--- src/rtl/fmc_dvi_cfg_pkg.sv ---
// Shared types and constants for the DVI/DP FMC power-up configuration sequencer.
package fmc_dvi_cfg_pkg;

    localparam int unsigned TBL_W   = 23;
    localparam int unsigned DEV_W   = 7;
    localparam int unsigned REG_W   = 8;
    localparam int unsigned DAT_W   = 8;
    localparam int unsigned CNT_W   = 8;

    // Field positions inside one table word {dev, reg, data}
    localparam int unsigned DEV_MSB = 22;
    localparam int unsigned DEV_LSB = 16;
    localparam int unsigned REG_MSB = 15;
    localparam int unsigned REG_LSB = 8;
    localparam int unsigned DAT_MSB = 7;
    localparam int unsigned DAT_LSB = 0;

    // Device address that terminates the table early
    localparam logic [DEV_W-1:0] END_MARK_DEF = 7'h7F;

    typedef enum logic [2:0] {
        ST_IDLE,
        ST_DELAY,
        ST_FETCH,
        ST_ISSUE,
        ST_WAIT,
        ST_NEXT,
        ST_DONE,
        ST_ERROR
    } state_t;

    typedef struct packed {
        logic [DEV_W-1:0] dev;
        logic [REG_W-1:0] regaddr;
        logic [DAT_W-1:0] data;
    } tbl_entry_t;

    // Build one table word from its fields
    function automatic logic [TBL_W-1:0] tbl_pack(input logic [DEV_W-1:0] dev,
                                                  input logic [REG_W-1:0] regaddr,
                                                  input logic [DAT_W-1:0] data);
        logic [TBL_W-1:0] w;
        w                   = '0;
        w[DEV_MSB:DEV_LSB]  = dev;
        w[REG_MSB:REG_LSB]  = regaddr;
        w[DAT_MSB:DAT_LSB]  = data;
        return w;
    endfunction

endpackage

--- src/rtl/fmc_dvi_cfg_sequencer.sv ---
// Power-up configuration sequencer: waits a startup delay, then issues one I2C
// write per table entry with bounded NACK retry and early end-mark termination.
module fmc_dvi_cfg_sequencer
    import fmc_dvi_cfg_pkg::*;
#(
    parameter int unsigned      NUM_ENTRIES   = 16,
    parameter int unsigned      IDX_W         = 4,
    parameter int unsigned      STARTUP_DELAY = 1000,
    parameter int unsigned      MAX_RETRY     = 3,
    parameter logic [6:0]       END_MARK      = END_MARK_DEF
) (
    input  logic             clk,
    input  logic             reset,
    input  logic             start,
    output logic [IDX_W-1:0] tbl_idx,
    input  logic [22:0]      tbl_data,
    output logic             i2c_req,
    output logic [6:0]       i2c_dev,
    output logic [7:0]       i2c_reg,
    output logic [7:0]       i2c_wdata,
    input  logic             i2c_ack,
    input  logic             i2c_nack,
    output logic             busy,
    output logic             done,
    output logic             error,
    output logic [7:0]       count
);

    localparam int unsigned      DLY_W    = (STARTUP_DELAY > 1) ? $clog2(STARTUP_DELAY) : 1;
    localparam int unsigned      RTY_W    = (MAX_RETRY > 0) ? $clog2(MAX_RETRY + 1) : 1;
    localparam logic [IDX_W-1:0] LAST_IDX = IDX_W'(NUM_ENTRIES - 1);
    localparam logic [DLY_W-1:0] DLY_LAST = DLY_W'(STARTUP_DELAY - 1);
    localparam logic [RTY_W-1:0] RTY_MAX  = RTY_W'(MAX_RETRY);

    state_t           r_state, w_state_nxt;
    logic [DLY_W-1:0] r_dly, w_dly_nxt;
    logic [RTY_W-1:0] r_retry, w_retry_nxt;
    logic [IDX_W-1:0] r_idx, w_idx_nxt;
    logic             r_req, w_req_nxt;
    logic [6:0]       r_dev, w_dev_nxt;
    logic [7:0]       r_reg, w_reg_nxt;
    logic [7:0]       r_wdata, w_wdata_nxt;
    logic             r_busy, w_busy_nxt;
    logic             r_done, w_done_nxt;
    logic             r_error, w_error_nxt;
    logic [7:0]       r_count, w_count_nxt;
    tbl_entry_t       w_entry;

    assign w_entry = tbl_entry_t'(tbl_data);

    // State register; reset drops straight into the startup delay
    always_ff @(posedge clk or negedge reset) begin
        if (!reset) r_state <= ST_DELAY;
        else        r_state <= w_state_nxt;
    end

    // Next-state decode
    always_comb begin
        w_state_nxt = r_state;
        case (r_state)
            ST_IDLE, ST_DONE, ST_ERROR: if (start) w_state_nxt = ST_DELAY;
            ST_DELAY: if (r_dly == DLY_LAST) w_state_nxt = ST_FETCH;
            ST_FETCH: w_state_nxt = (w_entry.dev == END_MARK) ? ST_DONE : ST_ISSUE;
            ST_ISSUE: w_state_nxt = ST_WAIT;
            ST_WAIT: begin
                if (i2c_ack) begin
                    if (!i2c_nack)              w_state_nxt = ST_NEXT;
                    else if (r_retry < RTY_MAX) w_state_nxt = ST_ISSUE;
                    else                        w_state_nxt = ST_ERROR;
                end
            end
            ST_NEXT: w_state_nxt = (r_idx == LAST_IDX) ? ST_DONE : ST_FETCH;
            default: w_state_nxt = ST_IDLE;
        endcase
    end

    // Next values for the registered datapath and status outputs
    always_comb begin
        w_dly_nxt   = r_dly;
        w_retry_nxt = r_retry;
        w_idx_nxt   = r_idx;
        w_dev_nxt   = r_dev;
        w_reg_nxt   = r_reg;
        w_wdata_nxt = r_wdata;
        w_count_nxt = r_count;
        // A retry passes through ISSUE with req low, giving the engine an idle cycle
        w_req_nxt   = (w_state_nxt == ST_WAIT) ||
                      ((w_state_nxt == ST_ISSUE) && (r_state == ST_FETCH));
        w_busy_nxt  = !(w_state_nxt inside {ST_IDLE, ST_DONE, ST_ERROR});
        w_done_nxt  = (w_state_nxt == ST_DONE);
        w_error_nxt = (w_state_nxt == ST_ERROR);
        case (r_state)
            ST_IDLE, ST_DONE, ST_ERROR: begin
                if (start) begin
                    w_dly_nxt   = '0;
                    w_retry_nxt = '0;
                    w_idx_nxt   = '0;
                    w_count_nxt = '0;
                end
            end
            ST_DELAY: w_dly_nxt = (r_dly == DLY_LAST) ? '0 : r_dly + DLY_W'(1);
            ST_FETCH: begin
                w_dev_nxt   = w_entry.dev;
                w_reg_nxt   = w_entry.regaddr;
                w_wdata_nxt = w_entry.data;
            end
            ST_WAIT: begin
                if (i2c_ack) begin
                    if (!i2c_nack) begin
                        w_count_nxt = (r_count == 8'hFF) ? r_count : r_count + 8'd1;
                        w_retry_nxt = '0;
                    end else if (r_retry < RTY_MAX) begin
                        w_retry_nxt = r_retry + RTY_W'(1);
                    end
                end
            end
            ST_NEXT: if (r_idx != LAST_IDX) w_idx_nxt = r_idx + IDX_W'(1);
            default: ;
        endcase
    end

    // Datapath and status registers
    always_ff @(posedge clk or negedge reset) begin
        if (!reset) begin
            r_dly   <= '0;
            r_retry <= '0;
            r_idx   <= '0;
            r_req   <= 1'b0;
            r_dev   <= '0;
            r_reg   <= '0;
            r_wdata <= '0;
            r_busy  <= 1'b1;
            r_done  <= 1'b0;
            r_error <= 1'b0;
            r_count <= '0;
        end else begin
            r_dly   <= w_dly_nxt;
            r_retry <= w_retry_nxt;
            r_idx   <= w_idx_nxt;
            r_req   <= w_req_nxt;
            r_dev   <= w_dev_nxt;
            r_reg   <= w_reg_nxt;
            r_wdata <= w_wdata_nxt;
            r_busy  <= w_busy_nxt;
            r_done  <= w_done_nxt;
            r_error <= w_error_nxt;
            r_count <= w_count_nxt;
        end
    end

    assign tbl_idx   = r_idx;
    assign i2c_req   = r_req;
    assign i2c_dev   = r_dev;
    assign i2c_reg   = r_reg;
    assign i2c_wdata = r_wdata;
    assign busy      = r_busy;
    assign done      = r_done;
    assign error     = r_error;
    assign count     = r_count;

endmodule
--- config.mk ---
export PLATFORM = sky130hd
export DESIGN_NAME = fmc_dvi_cfg_sequencer
export DESIGN_NICKNAME = d
export VERILOG_FILES = /design/src/rtl/fmc_dvi_cfg_pkg.sv /design/src/rtl/fmc_dvi_cfg_sequencer.sv
export SDC_FILE = /design/constraint.sdc
export NUM_CORES = 1
export LEC_CHECK = 0
export CORE_MARGIN = 5
export CORE_UTILIZATION = 49
export DETAILED_ROUTE_END_ITERATION = 10
export PLACE_DENSITY_LB_ADDON = 0.15
export SYNTH_ARGS = -nofsm -noshare
export SYNTH_HDL_FRONTEND = slang
export SYNTH_SLANG_ARGS = --single-unit
export TNS_END_PERCENT = 20
--- constraint.sdc ---
create_clock -name clk -period 1.9 [get_ports clk]
set_input_delay 0.38 -clock clk [delete_from_list [all_inputs] [get_ports clk]]
set_output_delay 0.38 -clock clk [all_outputs]
set_load 0.02 [all_outputs]
==> results.cfg <==
[grt]
grt_pass1_wl_mm = 9.50
grt_pass1_vias = 1971
overflow = 0
antenna_found_initial = 0
grt_max_degree = 55
grtUsageTotal_pct = 16.4

[power]
power.density_nw_per_um2 = 1060
vdd_ir_drop_max_uv = 432
power.total_w = 0.00380
p_leak_nw = 1.54

[synth]
synth_edf_count = 0
synth-seq-cells = 54
syn_nets = 265
ys_seq_area_share_pct = 51.8
synth_cells = 233
syn-cell-area_sq_um = 2610
yosysUniqueCellTypes = 45
ys_warn_count = 0
async_flop_share_pct = 100
synth_area_per_cell_sq_um = 11.2
synth_ff_type = dfrtp_1

[final_layout]
drive_gt1_share_pct = 21.5
largest_reg_flops = 10
design_area_sq_um = 3590
area_delta_synth_final_pct = 37.6
fin_nets = 352
layout.cells.non_filler = 391
final_util_pct = 69.9
final_common_cell = clkdlybuf4s50_1
final_cell_mix = 65 x clkdlybuf4s50_1, 51 x dfrtp_1, 27 x nand2_1
largest-register = r_dly
diodes = 0
fill_cells = 449

[placement]
portBuffers = 66
detailedPlace.worstSlack_ns = -0.0973
place_area_sq_um = 3490
dp_hpwl_mm = 4.28
dp.cells = 383
gp_congestion = 0.815

[critical_path]
rr_worst_depth = 6
rr_endpoint = count[5]$_DFFE_PN0P_
critPathMaxFanout = 1
ff2ff_setup_slack_ns = 0.11
max_stage_delay_ns = 0.59
required_ns = 1.52
path_cells = clkdlybuf4s50_1
start_kind = flop
cp_slowest_cell = clkdlybuf4s50_1
path_buf_inv = 1
r2r_start = count[1]$_DFFE_PN0P_
worst_ep_arrival_time_ns = 1.43
path_class = reg2out
cp-end-kind = output pin
critPathTopFamily = buffers and inverters

[clock_network]
clk_latency_ns = 0.30
clk_pin_slew_ns = 0.10
cts_sinks = 54
tritoncts = yes
ctsResizeCount = 0
htreeDepth = 2
numCtsBuffers = 5
cts_hold_buf = 0
postCtsSetupBuffers = 0
cts-root-buf = clkbuf_8
clk_path_buf_depth = 2

[timing]
period_needed_ns = 1.81
hold_viol = 0
slew_headroom_pct = 69.8
maxSlewViolCount = 0
tightestPinTransition_ns = 0.448
finalCritPeriodShare_pct = 95.1
max_freq_mhz = 553
rsz0062_at_grt = false
setup_ws_ns = 0.0930
setup_viol = 0
skew_ns = 0.00374

[drt]
drt_pass1_iterations = 4
drtIter0Drc = 63
route.vias.total = 2111
drt_wl_total_mm = 5.69
wl_per_cell_microns = 14.6
via_per_inst = 5.40
antenna_left = 0
route.detailed.drc = 0

[floorplan]
die_area_sq_um = 6890
dieHeight_microns = 83.0
ioPinCount = 67
core_area_sq_um = 5140
rows = 26
initial_core_util_pct = 50.8
die_x_microns = 83.0

[flow_run]
max-cap-violations = 0

[run_status]
status = complete, no violations

[hold_path]
worstHoldPathType = in2async
## final cells by class
cell class / instances / area [sq um] / share of cell area (%)
tap: 70 / 87.6 / 2.44
inverter: 4 / 15.0 / 0.418
timing repair buffer: 86 / 831 / 23.1
multi-input combinational: 169 / 1210 / 33.6
clock inverter: 2 / 16.3 / 0.452
clock buffer: 6 / 82.6 / 2.30
sequential: 54 / 1360 / 37.7
## power by group
part | internal [W] | switching [W] | total (W)
combinational | 0.000799 | 0.000730 | 0.00153
clock | 0.000301 | 0.000375 | 0.000676
sequential | 0.00143 | 0.000169 | 0.00160
total | 0.00253 | 0.00127 | 0.00380
## cell usage after synthesis (all sizes together) (2+ instances only)
cell type	n	share of area [%]
nor2b	3	0.72
nor3b	2	0.77
and3	6	1.5
o211ai	3	1.4
xor2	5	1.7
nand3b	2	0.57
nor2	12	1.7
o31ai	8	3.4
inv	4	0.57
a21oi	8	1.5
nand4	4	1.2
a21o	3	0.86
a221oi	2	0.91
a31oi	2	0.48
nand3	9	1.7
o31a	2	0.67
o21a	2	0.57
a41oi	2	1.2
nand2b	2	0.48
ha	4	1.9
and2	2	0.57
nand2	27	3.9
mux2	23	9.9
or3	2	0.48
nor3	7	1.3
o21ai	17	3.3
dfstp	2	2.0
o2111ai	2	0.67
dfrtp	52	50
buf	5	0.96
## layer usage
metal  wire, microns  GRT usage [%]  vias up
met5               0              0        -
met4              43           4.01        0
met3             307           3.96        5
met2            2650           26.2       60
met1            2690           22.4     1014
li1                -              -     1032
## how the worst max path moves through the flow
stage                    startpoint                   end  slack (ns)  cells after the start
3_5_place_dp                i2c_ack  count[5]$_DFFE_PN0P_        -0.1                      6
4_1_cts              busy$_DFF_PN1_                  busy        0.07                      1
3_3_place_gp                i2c_ack  count[5]$_DFFE_PN0P_       -0.06                      6
2_1_floorplan  count[0]$_DFFE_PN0P_  count[5]$_DFFE_PN0P_        0.06                      6
5_1_grt        r_dly[0]$_DFFE_PN0P_        done$_DFF_PN0_        0.01                      5
6_report             busy$_DFF_PN1_                  busy        0.09                      1
## through the flow
stage	hold WS (ns)	TNS, ns
2_1_floorplan	0.0844	0
3_3_place_gp	0.395	-0.327
3_5_place_dp	0.398	-0.679
4_1_cts	0.0589	0
5_1_grt	0.0669	0
6_report	0.0426	0
## logic make-up after synthesis
group / synth area share, %
AO/OA/AOI/OAI: 15.9
AND/OR/NAND/NOR: 16.3
buffers and inverters: 2.06
XOR/XNOR: 1.68
flip-flops: 51.8
adder cells (fa/ha/maj): 1.92
multiplexers: 10.3
Note: power is estimated with default switching activity, not from simulation.
==> variant 1: new RTL, config.mk and constraints unchanged <==
Make the reset (`reset`) synchronous in 2 clocked blocks.
--- a/src/rtl/fmc_dvi_cfg_sequencer.sv
+++ b/src/rtl/fmc_dvi_cfg_sequencer.sv
@@ -50,5 +50,5 @@
 
     // State register; reset drops straight into the startup delay
-    always_ff @(posedge clk or negedge reset) begin
+    always_ff @(posedge clk) begin
         if (!reset) r_state <= ST_DELAY;
         else        r_state <= w_state_nxt;
@@ -121,5 +121,5 @@
 
     // Datapath and status registers
-    always_ff @(posedge clk or negedge reset) begin
+    always_ff @(posedge clk) begin
         if (!reset) begin
             r_dly   <= '0;
Formal check against the unedited RTL: no difference found for any inputs over 10 cycles, from zero or initial values and one cycle with reset low; that may be too few to reach the edited logic, so the function may still have changed.
==> variant 1 against the unedited design <==
Area after synthesis down 6.5%. Count of clock-buffer cells in the layout unchanged. Critical endpoint is now count[5]$_SDFFE_PN0P_. Worst setup slack worse by 0.026 ns. Final cell count up 14%. Wire length up 7.0%. Critical path type is now in -> reg. Design area down 4.7%. Sequential cell count unchanged.
Power is not compared: it rests on default switching activity, and its combinational part moved more than twofold at a synthesized area within 25%.
==> variant 1: results <==
{
  "hp-class": "reg -> reg",
  "synth-compound-area-share_pct": 18.5,
  "synthMuxAreaShare_pct": 0.819,
  "yosys_warnings": 0,
  "timing.hold.ws_ns": 0.457,
  "min_period_ns": 1.83,
  "viasPerCell": 5.42,
  "pre_cts_ws_ns": -0.466,
  "grt_usage_pct": 19.9,
  "r2r_slack_ns": 0.13,
  "yosysSeqAreaShare_pct": 44.2,
  "worstReg2RegStart": "r_state[0]$_SDFF_PN1_",
  "ctsResizeCount": 4,
  "grt_pass1_vias": 2299,
  "status": "completed",
  "max_stage_delay_ns": 0.48,
  "fillerInstances": 382,
  "cp_top_family": "simple AND/OR/NAND/NOR gates",
  "syn-mean-instance-area_um2": 8.31,
  "drive_gt1_share_pct": 11.7,
  "final_nets": 408,
  "antenna_found_initial": 1,
  "top_register": "r_dly",
  "use_met3_pct": 8.30,
  "drt_iter0_drc": 183,
  "path_max_fanout": 9,
  "grt_pass1_wl_mm": 10.3,
  "wl_met1_mm": 2.64,
  "async_reset_ff_share_pct": 0,
  "cp.arrival_ns": 2.03,
  "dp_cells": 436,
  "gp_congestion": 0.886,
  "hpwlAfterDp_mm": 4.42,
  "fin_worst_skew_ns": 0.00780,
  "crit_path_start": "start",
  "use_met2_pct": 32.6,
  "grt.met1_usage_pct": 23.6,
  "yosys.area_share.adder_pct": 2.05,
  "top_layer": "met5",
  "ys_top_cells_by_area": "dfxtp_1, nand2_1, a21oi_1",
  "num_vias": 2405,
  "synth_xor_area_share_pct": 2.15,
  "met2_wirelength_mm": 2.89,
  "crit_end": "count[5]$_SDFFE_PN0P_",
  "wire_per_inst_um": 13.7,
  "reg2reg_depth": 8,
  "clk_path_buf_depth": 2,
  "ys_types": 49,
  "grt_max_degree": 36,
  "synthTopCellsByCount": "nand2_1, dfxtp_1, a21oi_1",
  "timing.slew.headroom_pct": 47.9,
  "route.met3.wl_um": 524,
  "place_area_um2": 3300,
  "synth_fp_nets": 326
}
-- variant 1: cell count changes after synthesis, sizes merged, moves of 6 or more --
cell,delta
mux2,-23
o21ai,-7
dfxtp,+54
xnor2,+6
a21oi,+33
dfrtp,-52
a311oi,+6
nand2,+36
nor2,+7
clkbuf,+8
-- variant 1: cell type report --
cell class | instances | share of cell area, %
multi-input cells | 220 | 38.1
flip-flops and latches | 54 | 31.6
repair buffers | 90 | 24.5
well taps | 67 | 2.45
clock buffers | 6 | 2.41
inverters | 5 | 0.548
clock inverters | 2 | 0.365
-- variant 1: kinds of logic (layout without fill, tap and decap cells) --
kind of cell,Yosys count,count (layout)
compound gates,75,75
xor+xnor,6,6
fa+ha+maj,4,4
buf+inv,20,103
flops,54,54
mux,2,2
simple gates,133,133
-- variant 1: report_power, final --
part / leakage [nW] / internal [mW] / switching [mW] / total, mW
logic: 0.693 / 0.0666 / 0.0399 / 0.106
registers: 0.435 / 1.14 / 0.00507 / 1.14
clock network: 0.0472 / 0.294 / 0.374 / 0.668
==> variant 2: new RTL, same settings <==
Made on the original files. `MAX_RETRY`: 3 -> 6.
--- a/src/rtl/fmc_dvi_cfg_sequencer.sv
+++ b/src/rtl/fmc_dvi_cfg_sequencer.sv
@@ -7,5 +7,5 @@
     parameter int unsigned      IDX_W         = 4,
     parameter int unsigned      STARTUP_DELAY = 1000,
-    parameter int unsigned      MAX_RETRY     = 3,
+    parameter int unsigned      MAX_RETRY     = 6,
     parameter logic [6:0]       END_MARK      = END_MARK_DEF
 ) (
Check against the original RTL: no difference found for any inputs over 10 cycles, from zero or initial values and one cycle with reset low; that may be too few to reach the edited logic, so the function may still have changed.
==> variant 2 against the unedited design <==
Wire length increased by 1.3%. Design area increased by 2.5%. Worst setup slack worse by 0.036 ns. Area after synthesis decreased by 0.72%. Clock skew grew 0.0012 ns. Count of clock-buffer cells in the layout unchanged. Sequential cell count up 1. Total power increased by 39%. Critical path type is now in -> reg. Largest cell class unchanged. Highest routed layer unchanged.
==> variant 2: results <==
{
  "setup_slack_ns": 0.0567,
  "hpwlAfterDp_mm": 4.39,
  "numCtsBuffers": 5,
  "grt_usage_pct": 18.1,
  "max_stage_delay_ns": 0.49,
  "grt_max_degree": 56,
  "grt_pass1_wl_mm": 9.53,
  "num_vias": 2123,
  "cp_top_family": "simple AND/OR/NAND/NOR gates",
  "dp_cells": 387,
  "diodes": 0,
  "pre_cts_ws_ns": -0.298,
  "path_max_fanout": 5,
  "layout.cells.non_filler": 397,
  "leakagePower_nw": 1.58,
  "gp_congestion": 0.832,
  "cp.arrival_ns": 2.04,
  "synthCells": 231,
  "ys_top_cells_by_area": "dfrtp_1, mux2_2, o21ai_0",
  "synth_fp_nets": 263,
  "final_nets": 358,
  "ys_types": 42,
  "drt_iter0_drc": 56,
  "timing.slew.headroom_pct": 71.3,
  "wire_per_inst_um": 14.5,
  "fillerInstances": 410,
  "worstReg2RegStart": "r_state[1]$_DFF_PN0_",
  "r2r_slack_ns": 0.08,
  "place_area_um2": 3540,
  "slowest_stage": "or4b_4",
  "synthTopCellsByCount": "dfrtp_1, mux2_2, nand2_1",
  "drive_gt1_share_pct": 22.9,
  "fin_worst_skew_ns": 0.00493,
  "ir_worst_vdd_uv": 979,
  "status": "completed",
  "reg2reg_to": "count[3]$_DFFE_PN0P_"
}
==> variant 2: changes by cell type after synthesis, moves of 4 or more <==
cell and delta:
o21ai_0 +4, clkbuf_1 +5, o31ai_1 -4, nand4_1 +4, nor3_1 -4, nand2_1 -5
==> variant 2: worst max path at each step <==
stage	start	endpoint	cells past startpoint
after floorplan	count[0]$_DFFE_PN0P_	count[5]$_DFFE_PN0P_	6
after global placement	start	count[5]$_DFFE_PN0P_	6
after detailed placement	start	count[5]$_DFFE_PN0P_	6
after CTS	start	count[5]$_DFFE_PN0P_	6
after global routing	start	count[3]$_DFFE_PN0P_	7
final	start	count[3]$_DFFE_PN0P_	7
==> variant 2: layout make-up <==
| cell class | count | area [um2] | share of cell area (%) |
|---|---|---|---|
| sequential | 55 | 1380 | 37.4 |
| inverter | 4 | 15.0 | 0.407 |
| clock buffer | 6 | 82.6 | 2.24 |
| tap | 70 | 87.6 | 2.38 |
| multi-input combinational | 164 | 1180 | 32.0 |
| timing repair buffer | 96 | 906 | 24.6 |
| clock inverter | 2 | 35.0 | 0.950 |
==> variant 2: cell families after synthesis <==
family	Yosys count	synth area share, %
muxes	26	11.3
adders and majority gates	4	1.93
xor gates and xnor gates	8	2.70
buffers and inverters	12	1.88
DFF	55	53.2
and+or+nand+nor	75	14.7
AOI/OAI and AO/OA	51	14.3
==> variant 2: repair_timing <==
item,CTS,global route
endpoints found under the setup margin,0,8
buffers inserted,0,2
gates resized for setup,0,5
==> variant 2: metrics by stage <==
stage | util [%] | hold slack (ns)
detailed placement | 68.8 | 0.400
floorplan | - | 0.0844
finish | 71.7 | 0.0572
global placement | 68.8 | 0.398
global route | 71.7 | 0.0730
CTS | 71.1 | 0.0623
==> variant 2: routing by layer <==
layer | GRT usage [%] | vias to the layer above | part of all wire (%)
li1 | - | 1041 | -
met5 | 0 | - | 0
met4 | 5.88 | 0 | 0.95
met2 | 32.7 | 50 | 52
met3 | 3.47 | 6 | 5.4
met1 | 21.4 | 1026 | 41
==> variant 2: report_power, final <==
part           switching [mW]  total, mW  internal, mW
registers               0.257       1.83          1.57
clock network           0.365      0.792         0.427
logic                    1.26       2.68          1.42
